## src/rtl/trig_bank.sv

```systemverilog
`default_nettype none
// +--------------------------------------------------------------------------+
// | Module     : trig_bank                                                   |
// | Description: Bank of WIDTH single-bit triggers sharing clock, reset,     |
// |              enable and a run-time trigger type (T, D, JK, SR). When     |
// |              TRIG_CHAIN_EN is defined, T mode can cascade the channels   |
// |              into a synchronous binary up-counter with a wrap pulse.     |
// |              Optional macro: TRIG_CHAIN_EN                                |
// | Revision   : 1.0 - initial release                                       |
// +--------------------------------------------------------------------------+
module trig_bank #(
  parameter int               WIDTH = 4,
  parameter logic [WIDTH-1:0] INIT  = {WIDTH{1'b0}}
) (
  input  logic             clk,
  input  logic             rst,
  input  logic             en,
  input  logic             clr,
  input  logic [1:0]       mode,
  input  logic [WIDTH-1:0] a,
  input  logic [WIDTH-1:0] b,
  input  logic             chain,
  output logic [WIDTH-1:0] q,
  output logic [WIDTH-1:0] nq,
  output logic             wrap,
  output logic             err
);

  localparam logic [1:0] MODE_T  = 2'b00;
  localparam logic [1:0] MODE_D  = 2'b01;
  localparam logic [1:0] MODE_JK = 2'b10;
  localparam logic [1:0] MODE_SR = 2'b11;

  logic [WIDTH-1:0] t_eff;
  logic [WIDTH-1:0] q_next;
  logic             sr_illegal;

`ifdef TRIG_CHAIN_EN
  logic chain_on;
  logic wrap_next;

  assign chain_on = chain && (mode == MODE_T);

  // Toggle enables: plain a, or a running AND of a[0] and all lower q bits
  // when cascaded, so the bank increments as a binary counter.
  always_comb begin
    logic run;
    run   = a[0];
    t_eff = a;
    if (chain_on) begin
      for (int i = 0; i < WIDTH; i++) begin
        t_eff[i] = run;
        run      = run & q[i];
      end
    end
  end

  // Roll-over is an increment of an all-ones count.
  assign wrap_next = chain_on && en && !clr && a[0] && (&q);

  // One-cycle wrap pulse; dropped by reset.
  always_ff @(posedge clk or negedge rst) begin
    if (!rst) begin
      wrap <= 1'b0;
    end else begin
      wrap <= wrap_next;
    end
  end
`else
  logic chain_unused;

  // Chain port kept for interface stability but has no effect here.
  assign chain_unused = chain;
  assign t_eff        = a;
  assign wrap         = 1'b0;
`endif

  // Per-channel next state for the selected trigger type.
  always_comb begin
    q_next     = q;
    sr_illegal = 1'b0;
    case (mode)
      MODE_T:  q_next = q ^ t_eff;
      MODE_D:  q_next = a;
      // J sets when q=0, K clears when q=1; J=K=1 toggles.
      MODE_JK: q_next = (a & ~q) | (~b & q);
      // S=1,R=0 sets; S=0,R=1 clears; 00 and the illegal 11 hold.
      default: begin
        q_next     = (a & ~b) | (q & ~(a ^ b));
        sr_illegal = |(a & b);
      end
    endcase
  end

  // State and sticky error register: reset, then clr, then enable.
  always_ff @(posedge clk or negedge rst) begin
    if (!rst) begin
      q   <= INIT;
      err <= 1'b0;
    end else if (clr) begin
      q   <= INIT;
      err <= 1'b0;
    end else if (en) begin
      q   <= q_next;
      err <= err | sr_illegal;
    end
  end

  assign nq = ~q;

endmodule
`default_nettype wire

```

## config.mk

```make
export PLATFORM = sky130hd
export DESIGN_NAME = trig_bank
export DESIGN_NICKNAME = d
export VERILOG_FILES = /design/src/rtl/trig_bank.sv
export SDC_FILE = /design/constraint.sdc
export NUM_CORES = 1
export LEC_CHECK = 0
export CORE_MARGIN = 1
export CORE_UTILIZATION = 35
export DETAILED_ROUTE_END_ITERATION = 10
export PLACE_DENSITY_LB_ADDON = 0.08
export SYNTH_ARGS = -nofsm -noshare
export SYNTH_HDL_FRONTEND = slang
export SYNTH_SLANG_ARGS = --single-unit
```

## constraint.sdc

```tcl
create_clock -name clk -period 1.2 [get_ports clk]
set_clock_uncertainty 0.2 [all_clocks]
set_input_delay 0.18 -clock clk [delete_from_list [all_inputs] [get_ports clk]]
set_output_delay 0.18 -clock clk [all_outputs]
set_load 0.02 [all_outputs]
```

Yosys cells after proc, flatten, opt, wreduce, memory -nomap -nowiden:

Index checks and enable logic that the tools add are counted.

* add/subtract/negate cells: 0
* multiply operators: 0
* div/mod/pow operators: 0
* order comparisons: 0
* equal/unequal tests: 2
* shift-type cells: 0
* muxes and demuxes: 6
* bitwise logic cells: 13
* reduce and logical (&&, ||, !) cells: 4

Operators by type and width (count)
* $and A4 B4 Y4: 5
* $not A4 Y4: 3
* $pmux W4 S3: 1
* $mux W4: 2
* $or A4 B4 Y4: 2
* $xor A4 B4 Y4: 2
* $reduce_or A4 Y1: 1
* $mux W1: 3
* $reduce_or A3 Y1: 1
* $eq A2 B1 Y1 const B: 1
* $eq A2 B2 Y1 const B: 1
* $logic_not A2 Y1: 1
* $reduce_bool A2 Y1: 1
* $or A1 B1 Y1: 1

* register bits: 5
* bits in latches: 0
* RAM bits: 0
* memory bits (read-only): 0
* input port bits: 15
* output and inout bits: 10
* memories kept: 0

Logic depth before layout (Yosys ltp):

Gate-level depths: netlist (run 1).

* depth in word-level cells: 7
* gate-level depth with buffers: 4

Least setup slack after synthesis (run 1):

OpenSTA, ideal clock, no wires.

* kind: input to register
* from: in a[1]
* to: reg err
* arrival time: 1099 ps
* setup slack: -220 ps
* stages: 4
* buffers on the path: 0
* cells stage by stage: ha_1 or4_1 a41oi_1 nor2_1

* longest elaborated chain between the ends: 6

RTL lines
* from (decl): line 20 `input logic [WIDTH-1:0] a,`
* $and A4 B4 Y4: line 90 `sr_illegal = |(a & b);`
* $reduce_or A4 Y1: line 90
* $mux W1: line 82 `case (mode)`
* $or A1 B1 Y1: line 105 `err <= err | sr_illegal;`
* $mux W1: line 103 `end else if (en) begin`
* $mux W1: line 100 `end else if (clr) begin`
* to (signal assigned): line 105
* to (decl): line 26 `output logic err`

Every way passes these cells. The select of a mux whose other input is x is not followed.
A chain may end at the register's enable or synchronous reset.

Worst setup path in the final report (run 1):

* from: reg q[1]
* to: reg q[1]

* longest elaborated chain between the ends: 6
* elaborated cells on any way between the ends: 10
* those cells by class: mux (3); bitwise (7)

RTL lines
* from (decl): line 23 `output logic [WIDTH-1:0] q,`
* from (signal assigned): line 104 `q <= q_next;`
* $not A4 Y4: line 86 `MODE_JK: q_next = (a & ~q) | (~b & q);`
* $and A4 B4 Y4: line 86
* $or A4 B4 Y4: line 86
* $pmux W4 S3 (*): line 82
* $mux W4 (*): line 103
* $mux W4 (*): line 100

Every way passes the cells marked *; elsewhere a longest branch is shown, timed or not. The select of a mux whose other input is x is not followed.

==> results of run 1 <==
path summary, 6_finish.rpt:
path                       depth (start not counted)   end
setup / recovery                                   3  q[1]
hold / removal                                     3   err
setup reg to reg                                   3  q[1]
hold reg to reg                                    3   err
max in group asynchronous                          2  q[3]
min in group asynchronous                          2  q[0]
cell usage in the layout (no fill, tap or decap), drive strengths merged:
master          n
dfrtp           5
dlygate4sd2     2
nor2b           1
conb            1
a21oi           3
nand2b          2
clkdlybuf4s50   1
or4             1
o41ai           4
nor2            2
or3             4
inv             8
a211oi          5
mux2i           1
nand2           4
dlygate4sd3     1
a41oi           1
ha              8
buf            43
nand3           3
or2             4
clkbuf          4
dlymetal6s2s    2
o22ai           3
state kept, by name, indices dropped and copies added, names as in the netlist:
signal	count
err	1
q	4
cell type report:
cell class	instances	area (um^2)
Inverter	8	40.0
Multi-Input combinational cell	47	556
Clock buffer	4	26.3
Sequential cell	5	130
Tap cell	15	18.8
Timing Repair Buffer	49	439
Fill cell	65	140
power groups by stage:
stage	logic [mW]	registers, mW	clock network (mW)
after floorplan	0.115	0.224	0
after global placement	0.325	0.202	0
after detailed placement	0.330	0.203	0
after CTS	0.382	0.197	0.207
after global routing	0.463	0.201	0.213
final	0.437	0.199	0.197
synth_stat cells, drive strengths merged:
| master | number | area, um^2 |
|---|---|---|
| a211oi | 5 | 37.5 |
| a21oi | 3 | 15.0 |
| a41oi | 1 | 8.76 |
| buf | 2 | 15.0 |
| conb | 1 | 3.75 |
| dfrtp | 5 | 125 |
| ha | 8 | 100 |
| inv | 8 | 30.0 |
| mux2i | 1 | 10.0 |
| nand2 | 4 | 15.0 |
| nand2b | 2 | 12.5 |
| nand3 | 3 | 15.0 |
| nor2 | 2 | 7.51 |
| nor2b | 1 | 6.26 |
| o22ai | 3 | 18.8 |
| o41ai | 4 | 50.1 |
| or2 | 4 | 25.0 |
| or3 | 4 | 25.0 |
| or4 | 1 | 7.51 |
what timing repair did:
item | 4_1_cts | 5_1_grt
setup buffers | 5 | 0
hold buffers | 1 | 0
setup endpoints to repair | 14 | 14
gates cloned | 0 | 0
pin swaps | 13 | 7
endpoints found under the hold margin | 5 | 0
gates resized for setup | 99 | 26
cells by family (layout without fill, tap and decap cells):
kind of cell    count (synthesis)  count (layout)  synth area share (%)
mux                             1               1                  1.90
buf+inv                        10              61                  8.53
flops                           5               5                  23.7
simple gates                   21              21                  21.6
fa+ha+maj                       8               8                  19.0
other cells                     1               1                 0.710
compound gates                 16              16                  24.6
critical path, cell delays in order, from the launching register on:
cell	delay [ns]
dfrtp_2	0.43
buf_6	0.14
a211oi_2	0.33
o41ai_4	0.13
metal layers:
metal | up-vias | wire (um)
met5 | - | 0
met4 | 0 | 18
met3 | 2 | 70
met2 | 23 | 1130
met1 | 316 | 894
li1 | 324 | -
per-stage QoR:
stage / util [%] / setup TNS (ns)
finish: 89.6 / -1.17
global route: 89.6 / -1.48
CTS: 82.0 / -1.13
detailed placement: 73.0 / -5.08
global placement: 73.0 / -4.92
floorplan: - / -0.220
==> results.toml, run 1 <==
[status]
status = "finished, violations left"
violations = "negative setup slack"

[setup_path]
cp.arrival_ns = 1.27
reg2reg_from = "q[1]"
reg2reg_slack_ns = -0.16
critPathLaunch = "q[1]"
cp_max_fo = 4
required_ns = 1.11
path_class = "reg2reg"
start_kind = "flip-flop"
end_kind = "flip-flop"

[cells_and_area]
fin_cells = 128
fin_area_um2 = 1210
num_antenna_cells = 0
nets = 137
drive_gt1_share_pct = 73.5
area_growth_pct = 129

[placement]
port_buffers = 22
gp_congestion = 0.739
post-dp-hpwl_mm = 1.31
place_ws_ns = -0.726
placed_cells = 118
placed_area_um2 = 986

[drt]
drt-pass1-iter-count = 4
via_per_inst = 5.20
totalWireLength_mm = 2.11
num_vias = 665
ant_nets = 0
avgRoutedWirePerCell_um = 16.5
drc_errors = 0
drtIter0Drc = 10

[grt]
busiest_layer = "met2"
grt_max_degree = 7
use_met1_pct = 29.9
grtUsageMet3_pct = 3.26
grt_pass1_wl_mm = 2.75
overflow = 0
grt_pass1_vias = 646
use_met2_pct = 47.7
grt_usage_pct = 25.3
antenna_found_initial = 0

[pwr]
vdd_ir_drop_max_mv = 0.685
power_frac_seq_pct = 23.9
p_clk_share_pct = 23.6
leakage_nw = 0.568
switching_share_pct = 35.0
powerDensity_nw_per_um2 = 689
combPwrFrac_pct = 52.5
p_int_uw = 542
p_sw_uw = 292
finalPower_uw = 834

[run]
drv_cap = 0

[clock_tree]
path_clk_slew_ns = 0.05
clockBufferDepth = 2
cts_num_sinks = 5
clockRootBuffer = "clkbuf_4"
clk_latency_ns = 0.24
cts_tree = "done"
numCtsBuffers = 3
cts_max_level = 1

[hold_path]
hold_path_startpoint = "clr"
holdCritPathClass = "in2reg"

[floorplanning]
core-area_um2 = 1350
fp.dieW_um = 40.8
ios = 25
rows = 13
die_y_um = 40.8
die-area_um2 = 1670
initial_core_util_pct = 39.1

[yosys]
synth_cells = 62
ys_seq_area_share_pct = 23.7
synthesis.nets = 85
synth_cell_types = 20
syn_avg_cell_area_um2 = 8.52
synth.ff_latch_count = 5
synthesis.area_um2 = 528
yosys_warnings = 0

[timing]
grt_setup_unrepaired = "yes"
timing.fmax_mhz = 735
hold_viol_final = 0
whs_ns = 0.0686
period_share_pct = 113
setup_slack_ns = -0.160
setup_violations = 12
slew_viol_final = 0
min_period_ns = 1.36
No activity file was read; power rests on OpenSTA's default activity.
==> run 2, diff against run 1 <==
GPL_ROUTABILITY_DRIVEN = 0   (was unset)
RECOVER_POWER = 50   (was unset)
SETUP_SLACK_MARGIN = 0.2   (was unset)
==> run 2 against run 1 <==
The flow still finishes with violations (negative setup slack). Sequential share of layout area barely moved. Global-route usage increased by 0.11 points. Flip-flop and latch count stayed put. Critical endpoint is now nq[1]. Design area decreased by 0.41%. Non-clock buffer count is 1 lower. First-iteration DRC count shrank 50%. Via count is 0.90% lower. Count of clock-buffer cells in the layout did not move. Fmax is 1.0% higher. Sequential power barely moved.
==> results.toml, run 2 (synthesis results as in run 1) <==
[pwr]
finalPower_uw = 834
vdd_ir_drop_max_mv = 0.899
leakage_nw = 0.566
powerDensity_nw_per_um2 = 692

[drt]
drt-pass1-iter-count = 3
drtIter0Drc = 5
drc_errors = 0
num_vias = 659
totalWireLength_mm = 1.97
avgRoutedWirePerCell_um = 15.5
via_per_inst = 5.19
ant_nets = 0

[grt]
antenna_found_initial = 0
grt_max_degree = 7
overflow = 0
grt_pass1_vias = 638
grt_usage_pct = 25.5
grt_pass1_wl_mm = 2.74

[floorplanning]
die-area_um2 = 1670
ios = 25
rows = 13
die_y_um = 40.8
core-area_um2 = 1350
fp.dieW_um = 40.8
initial_core_util_pct = 39.1

[cells_and_area]
multi_input_area_um2 = 561
num_antenna_cells = 0
n_fill_cell = 68
area_growth_pct = 128
drive_gt1_share_pct = 75.0
nets = 136
largest_register = "q"
largest_reg_flops = 4
final-seq-area_um2 = 130
final_cell_mix = "buf_4, buf_6"
mostFrequentLayoutCell = "buf_4"
reg_top3 = "q: 4 flops, err: 1 flops"

[timing]
period_share_pct = 112
setup_violations = 13
timing.fmax_mhz = 743
grt_setup_unrepaired = "yes"
slew_viol_final = 0
setup_slack_ns = -0.146
min_period_ns = 1.35
setup-tns-final_ns = -1.15
hold_viol_final = 0
whs_ns = 0.0216

[setup_path]
crit_chain = "buf_6, inv_4, buf_6"
critical-path-max-stage-delay_ns = 0.43
start_kind = "flip-flop"
cpMaxStageDelayCell = "dfrtp_2"
r2r_cells = 4
end_kind = "primary output"
path_class = "reg2out"
path_depth = 3
cp_max_fo = 3
cp.arrival_ns = 0.97
path_delay_family = "flip-flops"
required_ns = 0.82
critPathBufInv = 3
crit_top_cell = "buf_6"

[run]
drv_cap = 0

[placement]
place_ws_ns = -0.726
port_buffers = 22
post-dp-hpwl_mm = 1.31

[clock_tree]
numCtsBuffers = 3
clk_latency_ns = 0.25
clockBufferDepth = 2
clockRootBuffer = "clkbuf_4"
cts_num_sinks = 5
cts_tree = "done"
cts_max_level = 1
path_clk_slew_ns = 0.05

[status]
violations = "negative setup slack"
status = "finished, violations left"

[hold_path]
holdCritPathClass = "in2async"
## run 2: final cells by class
cell class,count,area share [%]
inverters,8,3.32
well taps,15,1.56
flip-flops and latches,5,10.8
repair buffers,48,35.6
multi-input cells,47,46.5
clock buffers,4,2.18
## run 2: power breakdown
group	switching (mW)	total [mW]	internal, mW
logic	0.200	0.430	0.229
registers	0.0153	0.199	0.184
clock network	0.0787	0.205	0.126
total	0.295	0.834	0.540
## run 2: timing repair
action,4_1_cts,5_1_grt
resized for setup,101,25
cloned,0,0
buffers inserted,5,0
pin swaps,13,7
endpoints found under the hold margin,5,5
endpoints found under the setup margin,14,14
## run 2: final timing paths
kind / from / to / slack [ns]
worst max-delay path: q[1] / nq[1] / -0.15
worst min-delay path: rst / err / 0.02
max in group asynchronous: rst / q[1] / 0.57
worst min register to register: err / err / 0.47
min in group clk: clr / err / 0.07
worst max register to register: q[3] / q[3] / -0.14
## run 2: routing by layer
layer	part of all wire (%)	vias up	global-route usage, %
met5	0	-	0
li1	-	325	-
met3	3.4	2	3.26
met2	52	18	47.3
met4	0.91	0	5.00
met1	44	314	30.6
## run 2: worst register-to-register path, cell delays in order, from the launching register on
cell	delay [ns]
dfrtp_2	0.42
buf_6	0.14
or2_4	0.23
a21oi_4	0.14
o41ai_4	0.09
## run 2: metrics by stage
step	instance area, um^2	instances	util [%]
after floorplan	604	62	-
after global placement	986	118	73.0
after detailed placement	986	118	73.0
after CTS	1100	127	81.7
after global routing	1200	127	89.2
final	1200	127	89.2
==> patch 1 (config.mk and constraints of run 2) <==
The option `TRIG_CHAIN_EN` is turned on by a define.
--- a/src/rtl/trig_bank.sv
+++ b/src/rtl/trig_bank.sv
@@ -8,6 +8,8 @@
 // |              Optional macro: TRIG_CHAIN_EN                                |
 // | Revision   : 1.0 - initial release                                       |
 // +--------------------------------------------------------------------------+
+`define TRIG_CHAIN_EN
+
 module trig_bank #(
   parameter int               WIDTH = 4,
   parameter logic [WIDTH-1:0] INIT  = {WIDTH{1'b0}}
Check against the original RTL: not equivalent (a bounded check fails within 4 cycles, from zero or initial values and one cycle with rst low).
==> patch 1 against run 2 <==
The run still ends with negative setup slack left. Combinational power up 14%. Routed wire length up 15%. Worst hold slack better by 0.016 ns. Cell area rose by 17%. Critical path depth up 1. Worst setup slack worse by 0.34 ns. Highest routed layer is now met3. Critical path type is now flop to flop. Core utilization shrank 11 points. Sequential cell count rose by 1. Global-route usage down 4.5 points. Power increased by 11%. Area after synthesis up 34%.
==> patch 1: results (changes against run 2) <==
stage;metric;value;unit;change
critical_path;crit_fanout;2;;-1
placed_design;placedCellCount;150;;+27%
synth;synth_cell_type_count;35;;+75%
detailed_routing;drt_iter0_drc;11;;+6
detailed_routing;via_per_inst;5.30;;+2.1%
sta;finalSetupViolCount;14;;+1
placed_design;io_buffer_count;24;;+9.1%
global_routing;grt_max_degree;10;;+3
cells_and_area;final_nets;163;;+20%
critical_path;crit_family;multiplexers;;
critical_path;cp.arrival;1.64;ns;+0.67 ns
sta;tns;-3.25;ns;-2.10 ns
synth;synthTopCellsByCount;inv_1 (11), ha_1 (9), a21oi_1 (6), dfrtp_1 (6), nor2_1 (6);;
cells_and_area;drive_gt1_share;60.6;%;-14 points
global_routing;grt_pass1_wl;3.26;mm;+19%
synth;synth_fp_nets;107;;+26%
cells_and_area;num-fill-cells;136;;+100%
synth;yosysSeqAreaShare;21.3;%;-2.4 points
power_and_ir_drop;power_leakage;0.631;nW;+12%
placed_design;place_ws;-0.874;ns;-0.148 ns
run_status;status;finished, violations left;;
power_and_ir_drop;ir_drop;0.449;mV;-50%
run_status;violations;negative setup slack;;
critical_path;slowest_stage;mux4_2;;
critical_path;critPathMaxStageDelay;0.46;ns;+0.03 ns
detailed_routing;drt-total-wl;2.27;mm;+15%
cells_and_area;reg_top3;q x4, err x1, wrap x1;;
detailed_routing;wl_per_cell;14.0;um;-9.7%
synth;syn_area_per_cell;8.50;sq um;-0.17%
sta;setup_slack;-0.484;ns;-0.338 ns
global_routing;grt_usage;20.9;%;-4.5 points
[patch 1: repair_timing]
action	in CTS	in global routing
endpoints found under the setup margin	16	16
resized for setup	127	17
pin swaps	11	8
cloned	1	0
endpoints found under the hold margin	6	6
setup buffers	4	4
[patch 1: power breakdown]
group          switching, mW  total, mW  internal, mW
clock network         0.0796      0.193         0.114
registers             0.0246      0.242         0.218
logic                  0.216      0.489         0.272
total                  0.320      0.924         0.604
[patch 1: logic make-up after synthesis]
| group | Yosys count | share of synthesized area [%] |
|---|---|---|
| multiplexers | 1 | 3.19 |
| adder cells (fa/ha/maj) | 9 | 16.0 |
| AO/OA/AOI/OAI | 25 | 25.7 |
| XOR/XNOR | 1 | 1.24 |
| flip-flops | 6 | 21.3 |
| buffers and inverters | 16 | 11.7 |
| AND/OR/NAND/NOR | 25 | 20.9 |
[patch 1: final cells by class]
class | count | share of cell area [%]
Timing Repair Buffer | 56 | 37.7
Multi-Input combinational cell | 61 | 43.9
Sequential cell | 6 | 11.0
Tap cell | 25 | 2.22
Clock buffer | 3 | 1.60
Inverter | 11 | 3.55
[patch 1: metal layers]
| layer | up-vias | global-route usage (%) | routed length [um] |
|---|---|---|---|
| met4 | 0 | 2.86 | 0 |
| met2 | 20 | 39.7 | 1210 |
| met5 | - | 0 | 0 |
| li1 | 414 | - | - |
| met3 | 0 | 4.62 | 76 |
| met1 | 424 | 24.3 | 981 |
[patch 1: worst paths after layout]
check,to,startpoint
max,q[0],q[0]
min,wrap,rst
max reg2reg,q[0],q[0]
min reg2reg,err,err
max in group asynchronous,q[3],rst
min in group clk,wrap,a[0]
[patch 1: through the flow]
stage	cell area, sq um	hold WS (ns)
4_1_cts	1310	-0.0333
6_report	1410	0.0372
3_5_place_dp	1140	0.239
2_1_floorplan	741	-0.316
5_1_grt	1410	0.0532
3_3_place_gp	1140	0.234
==> patch 2 (settings of run 2) <==
Without the edit above. Register the output `err` once more; this adds one clock of latency there. The other outputs are not delayed to match.
--- a/src/rtl/trig_bank.sv
+++ b/src/rtl/trig_bank.sv
@@ -30,6 +30,8 @@
   localparam logic [1:0] MODE_D  = 2'b01;
   localparam logic [1:0] MODE_JK = 2'b10;
   localparam logic [1:0] MODE_SR = 2'b11;
+
+  logic err_s0;
 
   logic [WIDTH-1:0] t_eff;
   logic [WIDTH-1:0] q_next;
@@ -96,18 +98,22 @@
   always_ff @(posedge clk or negedge rst) begin
     if (!rst) begin
       q   <= INIT;
-      err <= 1'b0;
+      err_s0 <= 1'b0;
     end else if (clr) begin
       q   <= INIT;
-      err <= 1'b0;
+      err_s0 <= 1'b0;
     end else if (en) begin
       q   <= q_next;
-      err <= err | sr_illegal;
+      err_s0 <= err_s0 | sr_illegal;
     end
   end
 
   assign nq = ~q;
 
+  always_ff @(posedge clk) begin
+    err <= err_s0;
+  end
+
 endmodule
 `default_nettype wire
 
Function: changed (a bounded check fails within 4 cycles, from zero or initial values and one cycle with rst low).
==> patch 2 against run 2 <==
The run still ends with negative setup slack left. Worst hold slack gained 0.014 ns. Sequential cell count grew 1. Worst setup slack gained 0.015 ns. Power shrank 4.6%. Critical path depth grew 2. Synthesized cell count grew 3.2%. Area after synthesis grew 7.6%. Die area grew 7.2%. Cell area shrank 6.5%. Maximum frequency grew 1.1%. Routed wire length shrank 18%. Sequential share of layout area grew 2.6 points.
==> patch 2: results (changes against run 2) <==
stage;metric;value;unit;change
placed_design;placedCellCount;115;;-2.5%
cells_and_area;comb.multi_input.count;45;;-4.3%
critical_path;r2r_start;q[0];;
placed_design;place_ws;-0.765;ns;-0.0390 ns
power_and_ir_drop;sequentialPowerShare;29.1;%;+5.2 points
global_routing;grt_pass1_wl;2.42;mm;-12%
global_routing;grt_pass1_vias;611;;-4.2%
detailed_routing;highest_layer;met3;;
cells_and_area;drive_gt1_share;63.3;%;-12 points
detailed_routing;via_per_inst;5.00;;-3.6%
cells_and_area;syn_to_final_growth;98.2;%;
detailed_routing;drt_iter0_drc;6;;+1
global_routing;grt_use_met1;21.4;%;-9.1 points
run_status;violations;negative setup slack;;
global_routing;grt_max_degree;8;;+1
synth;synth_cells;64;;+3.2%
critical_path;worst-setup-path-type;flop to flop;;
detailed_routing;firstDrtPassIters;4;;+1
power_and_ir_drop;clkPwrFrac;25.0;%;+0.4 points
power_and_ir_drop;ir_drop;0.607;mV;-32%
run_status;status;finished, violations left;;
placed_design;placed_area;976;sq um;-1.0%
cells_and_area;clock_cell_area_share;2.33;%;+0.15 points
global_routing;grt_usage;17.2;%;-8.2 points
detailed_routing;wl_per_cell;13.0;um;-16%
synth;ys_ff_latch;6;;+1
cells_and_area;signal_buffer_area_fraction;36.9;%;+1.3 points
sta;setup_slack;-0.131;ns;+0.0147 ns
power_and_ir_drop;p_switching;0.251;mW;-15%
synth;netlist_area;568;sq um;+7.6%
placed_design;dpl.hpwl;1.11;mm;-15%
global_routing;use_met2;31.1;%;-16 points
sta;finalSetupViolCount;12;;-1
-- patch 2: cell count changes in the layout (fill, tap and decap cells not counted), sizes merged, moves of 3 or more --
cell    before  now
o22ai        3    0
a211o        0    5
nor2         2    5
or2          4    0
a211oi       5    0
buf         43   40
o41ai        4    0
nand3        3    0
or3          4    0
-- patch 2: worst paths after layout --
check                      endpoint  slack (ns)
min in group clk                err        0.20
max reg2reg                    q[0]       -0.13
min reg2reg                     err        0.20
min                          err_s0        0.04
max in group asynchronous      q[2]        0.55
max                            q[0]       -0.13
-- patch 2: repair_timing --
item,CTS,global route
endpoints found under the setup margin,14,14
pin swaps,9,11
buffers inserted,2,4
cloned,0,0
hold endpoints to repair,5,5
resized for setup,110,8
-- patch 2: cell families after synthesis --
kind of cell             synth area share, %
AO/OA/AOI/OAI                           25.3
adder cells (fa/ha/maj)                 17.6
buffers and inverters                   10.8
flip-flops                              25.6
multiplexers                            3.52
other                                  0.660
AND/OR/NAND/NOR                         16.5
